[config.mk]
export PLATFORM = sky130hd
export DESIGN_NAME = ex_muldiv
export DESIGN_NICKNAME = d
export VERILOG_FILES = /design/src/rtl/ex_muldiv_pkg.sv /design/src/rtl/ex_muldiv_div.sv /design/src/rtl/ex_muldiv.sv
export SDC_FILE = /design/constraint.sdc
export NUM_CORES = 2
export LEC_CHECK = 0
export ABC_AREA = 1
export BUFFER_PORTS_ARGS = -buffer_cell sky130_fd_sc_hd__buf_2
export CAP_MARGIN = 20
export CELL_PAD_IN_SITES_DETAIL_PLACEMENT = 0
export CELL_PAD_IN_SITES_GLOBAL_PLACEMENT = 2
export CORE_ASPECT_RATIO = 1.2
export CORE_MARGIN = 8
export CORE_UTILIZATION = 39
export CTS_CLUSTER_DIAMETER = 40
export DETAILED_ROUTE_END_ITERATION = 6
export HOLD_SLACK_MARGIN = 0.02
export PLACE_DENSITY_LB_ADDON = 0.1
export RECOVER_POWER = 50
export SLEW_MARGIN = 20
export SYNTH_ARGS = -nofsm -noshare
export SYNTH_HDL_FRONTEND = slang
export SYNTH_SLANG_ARGS = --single-unit
[constraint.sdc]
create_clock -name clk -period 10.9 [get_ports clk]
set_clock_uncertainty 0.15 [all_clocks]
set_input_delay 2.18 -clock clk [delete_from_list [all_inputs] [get_ports clk]]
set_output_delay 2.18 -clock clk [all_outputs]
set_load 0.005 [all_outputs]
[src/rtl/ex_muldiv_pkg.sv]
// Shared RV32M encodings: funct3 ops, M-unit FSM states, operand forward selects.
// Latency: n/a (types, constants and a combinational helper only).
// Backpressure: n/a.
package ex_muldiv_pkg;

  // funct3 encodings of the RV32M opcode space
  typedef enum logic [2:0] {
    OP_MUL    = 3'd0,
    OP_MULH   = 3'd1,
    OP_MULHSU = 3'd2,
    OP_MULHU  = 3'd3,
    OP_DIV    = 3'd4,
    OP_DIVU   = 3'd5,
    OP_REM    = 3'd6,
    OP_REMU   = 3'd7
  } mdop_e;

  typedef enum logic [1:0] {
    ST_IDLE = 2'd0,
    ST_MUL  = 2'd1,
    ST_DIV  = 2'd2,
    ST_DONE = 2'd3
  } md_state_e;

  // Forwarding-unit operand selects; 2'b11 is unused and falls back to the register file
  localparam logic [1:0] FWD_RF  = 2'b00;
  localparam logic [1:0] FWD_MEM = 2'b01;
  localparam logic [1:0] FWD_WB  = 2'b10;

  function automatic logic [31:0] fwd_sel(input logic [1:0]  sel,
                                          input logic [31:0] rf,
                                          input logic [31:0] mem,
                                          input logic [31:0] wb);
    logic [31:0] v;
    case (sel)
      FWD_MEM: v = mem;
      FWD_WB:  v = wb;
      default: v = rf;
    endcase
    return v;
  endfunction

endpackage

[src/rtl/ex_muldiv_div.sv]
// Restoring divider on magnitudes, 1 quotient bit per cycle, sign fixup on the outputs.
// Latency: 32 busy cycles after start; divide-by-zero / signed overflow bypass in 1 cycle.
// Backpressure: none; a new start overrides any op in progress.
module div_iter (
  input  logic        clk,
  input  logic        rst,
  input  logic        start,
  input  logic        is_signed,
  input  logic [31:0] dividend,
  input  logic [31:0] divisor,
  output logic        busy,
  output logic        last,
  output logic [31:0] quotient,
  output logic [31:0] remainder
);

  logic        busy_q, bypass_q, q_neg_q, r_neg_q;
  logic [4:0]  cnt_q;
  logic [31:0] q_q, r_q, d_q;

  logic        a_neg, b_neg, div0, ovf;
  logic [31:0] a_mag, b_mag;
  logic [32:0] rem_sh, diff;

  assign a_neg  = is_signed & dividend[31];
  assign b_neg  = is_signed & divisor[31];
  assign a_mag  = a_neg ? -dividend : dividend;
  assign b_mag  = b_neg ? -divisor  : divisor;
  assign div0   = (divisor == 32'd0);
  assign ovf    = is_signed && (dividend == 32'h8000_0000) && (divisor == 32'hFFFF_FFFF);

  // Partial remainder never exceeds the divisor, so 33 bits hold the shifted trial value
  assign rem_sh = {r_q, q_q[31]};
  assign diff   = rem_sh - {1'b0, d_q};

  // Load on start (special cases resolve immediately), otherwise one restoring step per cycle
  always_ff @(posedge clk) begin
    if (rst) begin
      busy_q   <= 1'b0;
      bypass_q <= 1'b0;
      q_neg_q  <= 1'b0;
      r_neg_q  <= 1'b0;
      cnt_q    <= 5'd0;
      q_q      <= 32'd0;
      r_q      <= 32'd0;
      d_q      <= 32'd0;
    end else if (start) begin
      busy_q <= 1'b1;
      d_q    <= b_mag;
      if (div0) begin
        bypass_q <= 1'b1;
        cnt_q    <= 5'd31;
        q_q      <= 32'hFFFF_FFFF;
        r_q      <= dividend;
        q_neg_q  <= 1'b0;
        r_neg_q  <= 1'b0;
      end else if (ovf) begin
        bypass_q <= 1'b1;
        cnt_q    <= 5'd31;
        q_q      <= 32'h8000_0000;
        r_q      <= 32'd0;
        q_neg_q  <= 1'b0;
        r_neg_q  <= 1'b0;
      end else begin
        bypass_q <= 1'b0;
        cnt_q    <= 5'd0;
        q_q      <= a_mag;
        r_q      <= 32'd0;
        q_neg_q  <= a_neg ^ b_neg;
        r_neg_q  <= a_neg;
      end
    end else if (busy_q) begin
      if (!bypass_q) begin
        if (!diff[32]) begin
          r_q <= diff[31:0];
          q_q <= {q_q[30:0], 1'b1};
        end else begin
          r_q <= rem_sh[31:0];
          q_q <= {q_q[30:0], 1'b0};
        end
      end
      cnt_q <= cnt_q + 5'd1;
      if (cnt_q == 5'd31) busy_q <= 1'b0;
    end
  end

  assign busy      = busy_q;
  assign last      = busy_q && (cnt_q == 5'd31);
  assign quotient  = q_neg_q ? -q_q : q_q;
  assign remainder = r_neg_q ? -r_q : r_q;

endmodule

[src/rtl/ex_muldiv.sv]
// EX-stage RV32M unit: operand forwarding mux, 2-cycle multiplier, iterative divider, control FSM.
// Latency: MUL* done at S+2, DIV/REM done at S+33 (S+2 for divide-by-zero / overflow).
// Backpressure: stall held high in the accept cycle and every busy cycle; flush aborts silently.
module ex_muldiv
  import ex_muldiv_pkg::*;
(
  input  logic        clk,
  input  logic        rst,
  input  logic        valid_in,
  input  logic [2:0]  funct3,
  input  logic [1:0]  forward1,
  input  logic [1:0]  forward2,
  input  logic [31:0] rs1_data,
  input  logic [31:0] rs2_data,
  input  logic [31:0] mem_fwd_data,
  input  logic [31:0] wb_fwd_data,
  input  logic        flush,
  output logic        stall,
  output logic        done,
  output logic [31:0] result
);

  md_state_e   state_q, state_d;
  mdop_e       f3_q;
  logic [31:0] a_q, b_q, mul_q, result_q;

  logic        accept;
  logic [31:0] op_a, op_b;
  logic [32:0] a_ext, b_ext;
  logic [63:0] prod;
  logic [31:0] mul_res, div_res, final_res;
  logic        div_busy, div_last;
  logic [31:0] div_quo, div_rem;

  assign accept = !rst && (state_q == ST_IDLE) && valid_in && !flush;
  assign op_a   = fwd_sel(forward1, rs1_data, mem_fwd_data, wb_fwd_data);
  assign op_b   = fwd_sel(forward2, rs2_data, mem_fwd_data, wb_fwd_data);

  // 33x33 signed product; only MULH/MULHSU treat rs1 as signed, only MULH treats rs2 as signed
  assign a_ext   = {((f3_q == OP_MULH) || (f3_q == OP_MULHSU)) & a_q[31], a_q};
  assign b_ext   = {(f3_q == OP_MULH) & b_q[31], b_q};
  assign prod    = $signed(a_ext) * $signed(b_ext);
  assign mul_res = (f3_q == OP_MUL) ? prod[31:0] : prod[63:32];

  div_iter u_div (
    .clk       (clk),
    .rst       (rst),
    .start     (accept && funct3[2]),
    .is_signed (!funct3[0]),
    .dividend  (op_a),
    .divisor   (op_b),
    .busy      (div_busy),
    .last      (div_last),
    .quotient  (div_quo),
    .remainder (div_rem)
  );

  assign div_res   = f3_q[1] ? div_rem : div_quo;
  assign final_res = f3_q[2] ? div_res : mul_q;

  assign done   = !rst && (state_q == ST_DONE) && !flush;
  assign stall  = accept || (!rst && ((state_q == ST_MUL) || (state_q == ST_DIV)));
  assign result = rst ? 32'd0 : (done ? final_res : result_q);

  // Next-state: accept from IDLE, flush aborts to IDLE, DONE lasts exactly one cycle
  always_comb begin
    state_d = state_q;
    case (state_q)
      ST_IDLE: if (accept) state_d = funct3[2] ? ST_DIV : ST_MUL;
      ST_MUL:  state_d = flush ? ST_IDLE : ST_DONE;
      ST_DIV: begin
        if (flush)          state_d = ST_IDLE;
        else if (div_last)  state_d = ST_DONE;
        else if (!div_busy) state_d = ST_IDLE;
      end
      ST_DONE: state_d = ST_IDLE;
      default: state_d = ST_IDLE;
    endcase
  end

  // State register
  always_ff @(posedge clk) begin
    if (rst) state_q <= ST_IDLE;
    else     state_q <= state_d;
  end

  // Operand/op latch at accept, product capture in MUL, result hold across ops
  always_ff @(posedge clk) begin
    if (rst) begin
      f3_q     <= OP_MUL;
      a_q      <= 32'd0;
      b_q      <= 32'd0;
      mul_q    <= 32'd0;
      result_q <= 32'd0;
    end else begin
      if (accept) begin
        f3_q <= mdop_e'(funct3);
        a_q  <= op_a;
        b_q  <= op_b;
      end
      if (state_q == ST_MUL) mul_q <= mul_res;
      if (done) result_q <= final_res;
    end
  end

endmodule

# Word level (Yosys, flattened, before mapping)
# Index checks and enable logic that the tools add are counted.
# word_totals
ff_bits	238
latch_bits	0
ram_bits	0
mem_bits_ro	0
in_bits	139
out_inout_bits	34
elab_cells	105
memories	0
# op_classes
addsub	6
n_mul	1
n_div	0
order_cmp	0
n_eq_ne	15
shifts	0
muxes	42
n_bitwise	5
reduce_logical	22
# ops
operator	n
32-bit 2-to-1 mux	19
32-bit negation	4
32-bit case mux with 2 select lines	2
32-bit == test (second input constant)	2
33-bit by 33-bit multiplier with 64-bit output	1
33-bit by 32-bit subtractor with 33-bit output	1
32-bit logical NOT	1
5-bit 2-to-1 mux	4
2-bit 2-to-1 mux	6
1-bit logical AND	10
1-bit 2-to-1 mux	10
2-bit == test (second input constant)	4
2-bit case mux with 4 select lines	1
2-bit by 1-bit == test with 1-bit output (second input constant)	3
5-bit by 1-bit adder with 5-bit output (second input constant)	1
5-bit == test (second input constant)	1
1-bit AND	4
4-bit inequality test (second input constant)	1
2-bit AND reduction	2
3-bit by 1-bit == test with 1-bit output (second input constant)	1
3-bit by 2-bit == test with 1-bit output (second input constant)	1
1-bit logical NOT	3
3-bit logical NOT	1
1-bit logical OR	3
other kinds (5)	5

# Logic depth before layout (Yosys ltp)
# logic_depth
word_depth	8
mapped_depth	35
depth_no_buf	33

# Hierarchy
# From an unflattened synthesis, not the netlist that was laid out.
# hier_totals
hier_cells	8188
hier_area_um2	58237.1
# by_module_without_submodules
module	n_inst	cells_per_inst	area_each_um2	seq_area_each_um2
ex_muldiv	1	6137	46903.7	2662.6
div_iter	1	2051	11333.4	2102.0

# Least setup slack after synthesis
# OpenSTA, ideal clock, no wires.
# synth_timing
kind	register to register
start	register f3_q[2]
end	register mul_q[27]
setup_time_ns	0.117
t_arrival_ns	7.772
required_time_ns	10.633
slack_ns	2.861
stages_incl_launch_ff	34
n_path_buf	2
period_less_slack_ns	8.039
cell_sequence	dfxtp_1 > buf_2 > inv_1 > nand3_1 > nand2_1 > clkinv_1 > clkbuf_1 > nor2_1 > fa_1 > inv_1 > fa_1 > inv_1 > fa_1 > inv_1 > fa_1 > inv_1 > fa_1 > fa_1 > fa_1 > inv_1 > fa_1 > inv_1 > ha_1 > nand2_1 > nor2_1 > inv_1 > nor2_1 > nand2_1 > nor3_1 > nand2_1 > nand4_1 > nand2_1 > a21oi_1 > nor2_1
# synth_between
elab_chain_cells	5
word_cells_on_any_way	8
classes_between	mul (1); eq/ne (2); mux (1); bitwise (2); reduce/logical (2)
# synth_rtl
element	line_no	rtl
start, declared	ex_muldiv.sv:24	mdop_e f3_q;
start signal, assigned	ex_muldiv.sv:97	f3_q <= mdop_e'(funct3);
3-bit by 1-bit == test with 1-bit output or 3-bit by 2-bit == test with 1-bit output (tied branches)	ex_muldiv.sv:40, ex_muldiv.sv:41	
1-bit logical OR	ex_muldiv.sv:40	assign a_ext = {((f3_q == OP_MULH) || (f3_q == OP_MULHSU)) & a_q[31], a_q};
1-bit AND	ex_muldiv.sv:40	
33-bit by 33-bit multiplier with 64-bit output	ex_muldiv.sv:42	assign prod = $signed(a_ext) * $signed(b_ext);
32-bit 2-to-1 mux *	ex_muldiv.sv:43	assign mul_res = (f3_q == OP_MUL) ? prod[31:0] : prod[63:32];
end signal, assigned	ex_muldiv.sv:101	if (state_q == ST_MUL) mul_q <= mul_res;
end, declared	ex_muldiv.sv:25	logic [31:0] a_q, b_q, mul_q, result_q;
# Every way passes the cells marked *; elsewhere a longest branch is shown, timed or not.
# A chain may end at the register's enable or synchronous reset.

# Worst setup path after layout
# layout_timing
start	input port rst
end	output port result[0]
# layout_between
elab_chain_cells	5
# layout_rtl
element	line_no	rtl
start, declared	ex_muldiv.sv:8	input logic rst,
1-bit logical NOT	ex_muldiv.sv:61	assign done = !rst && (state_q == ST_DONE) && !flush;
1-bit logical AND (2 in a row)	ex_muldiv.sv:61	
32-bit 2-to-1 mux	-	
32-bit 2-to-1 mux *	-	
end, declared	ex_muldiv.sv:20	output logic [31:0] result
# Marked as above.

==> reports/qor.csv <==
metric;value;unit
final std cells w/o fill;9874;
CP max FO;32;
die height;436;um
Distinct cells, synth;54;
Die ar.;160000;sq um
detailed-route wire length;227000;um
fillcell total;15724;
area of the multi-input gates;43800;sq um
GP Congestion;0.923;
Reg area;4770;sq um
vias in the first global route;54031;
Setup WS pre-CTS;1680;ps
Resize count post-CTS;0;
num ports;173;
global-route wire length before repair;346000;um
Post-synth top flop;dfxtp_1;
Synth Instances;7952;
area of the core;146000;sq um
Yosys warnings;0;
Least-Margin Pin Slew;4590;ps
CTS clk-pin slew, worst paths;60;ps
# DRC;0;
Setup TNS;0;ps
Seq cells post-synth;238;
GR Util All Layers;28.3;%
fin nets;9411;
post-layout worst setup margin;829;ps
cts bufs inserted;49;
clk buf depth;3;
R2R Setup Slk;1740;ps
register area share after synthesis;8.30;%
slew margin rel.;-206;%
TritonCTS clock tree;built;
Antenna Nets Post-Route;0;
Core Util, Final;42.1;%
# Post-CTS Setup Buffers;0;
Final Hold Viols;0;
layout cells sized above 1;6.22;%
placed cell count;9785;
Clock Tree Root;clkbuf_16;
initial antenna violation count;4;
clk_lat worst skew;620;ps
status;finished with violations;
Setup Viol. Count Final;0;
Die X;366;um
HP Class;flop to flop;
Detailed Place HPWL;187000;um
Post-Syn Area;57400;sq um
Max-Cap Viols;6;
CTS H-Tree Depth;2;
WP data required;8570;ps
Min Clock Period, post-route;10070;ps
Port Buffer Count;172;
CP arrival;7740;ps
Max VDD drop;253;uV
fin crit share;92.4;%
Iter 0 DRT Violations;3222;
syn nets;9477;
Via density;5.11;
Avg Inst Size Synth;7.22;sq um
final slew viol count;243;
Starting Density;39.2;%
DRT Pass-1 Iters;6;
Worst Setup End Kind;output pin;
Worst setup SP type;input pin;
Leak;31.5;nW
area grow syn2layout;7.37;%
row count;154;
Pwr Density;114;nW/um^2
fmax;99.3;MHz
EDFF count, synth;0;
WL/cell;23.0;um
async set or reset register ratio after synthesis;0;%
RSZ-0062 raised after global routing;no;
critical path class;input pin to output pin;
Post-CTS Hold Buffers;0;
GRT overflow;0;
CTS sink cnt;238;
failing checks;max-capacitance violations, max-slew violations;
largest net degree at the start of global routing;103;
routed vias;50474;
## flip-flops by register name, summed over array words and instances, names as in the netlist, 2 cells and up
register and flops:
a_q 32, b_q 32, mul_q 32, result_q 32, u_div.d_q 32, u_div.q_q 32
u_div.r_q 32, u_div.cnt_q 5, f3_q 3, state_q 2
## critical path, cell delays in order
cell	delay, ps
buf_2	70
clkbuf_1	2060
nor2_1	220
nand2_1	150
clkbuf_1	1090
clkinv_1	730
clkbuf_1	550
o21ai_0	310
a21oi_1	150
buf_2	180
## cell type report
type	count	area share [%]
antenna	1	0.00406
clock buffer	53	2.12
clock inverter	35	0.688
inverter	1899	11.6
multi-input combinational	5403	71.1
sequential	238	7.74
tap	1950	3.96
timing repair buffer	295	2.85
## logic make-up after synthesis
group | count (synthesis) | synth area share (%)
AO/OA/AOI/OAI | 951 | 8.98
flip-flops | 238 | 8.30
AND/OR/NAND/NOR | 3002 | 21.4
XOR/XNOR | 64 | 0.977
buffers and inverters | 2311 | 15.4
adder cells (fa/ha/maj) | 1386 | 44.9
## metrics by stage
| step | power, mW | area [sq um] | hold WS [ps] |
|---|---|---|---|
| global route | 7.53 | 61600 | 344 |
| global placement | 5.41 | 59900 | 310 |
| finish | 7.03 | 61600 | 319 |
| detailed placement | 5.41 | 59900 | 312 |
| floorplan | 3.74 | 57400 | 292 |
| CTS | 7.07 | 61700 | 322 |
## path summary, 6_finish.rpt
check	from	endpoint	cells past startpoint
hold reg to reg	u_div.d_q[31]	u_div.d_q[31]	2
setup / recovery	rst	result[0]	10
hold / removal	u_div.d_q[31]	u_div.d_q[31]	2
setup reg to reg	f3_q[0]	mul_q[25]	32
## layer usage
layer  up-vias  global-route usage, %  wire (um)
met2      1205                   52.7     118000
met3       461                   2.34       7730
li1      23400                      -          -
met5         -                      0         26
met1     25404                   31.9      85700
met4         4                   15.4      15500
## synthesized netlist by cell type (14+ instances only)
master | count | area share, %
fa_1 | 1126 | 39
ha_1 | 260 | 5.7
o21ai_2 | 41 | 0.63
clkbuf_1 | 355 | 2.3
nand2_1 | 2063 | 13
nand3b_1 | 21 | 0.27
o21bai_1 | 19 | 0.25
or2_2 | 18 | 0.20
a21oi_1 | 439 | 3.8
buf_6 | 14 | 0.27
xor2_1 | 34 | 0.52
buf_2 | 27 | 0.24
o211ai_1 | 15 | 0.20
inv_1 | 1887 | 12
nor3_1 | 41 | 0.36
o21ai_0 | 366 | 3.2
dfxtp_1 | 238 | 8.3
nand3_1 | 371 | 3.2
nor2_1 | 394 | 2.6
xnor2_1 | 30 | 0.46
o21ai_1 | 26 | 0.23
nand4_1 | 42 | 0.46
## power breakdown
part | internal [mW] | switching [mW] | leakage (nW)
Clock | 1.02 | 0.607 | 0.831
Sequential | 0.992 | 0.235 | 1.94
Combinational | 1.23 | 2.94 | 28.7
Total | 3.24 | 3.79 | 31.5
## placed cells by master, fill, tap and decap left out, types with 41 or more instances in the layout
cell type	instances
inv_1	1886
nor3_1	41
o21ai_0	367
nand3_1	372
clkbuf_16	51
nor2_1	393
dfxtp_1	234
fa_1	1125
buf_4	116
nand2_1	2062
ha_1	259
nand4_1	42
o21ai_2	42
buf_2	172
a21oi_1	439
(Power assumes the default switching activity.)
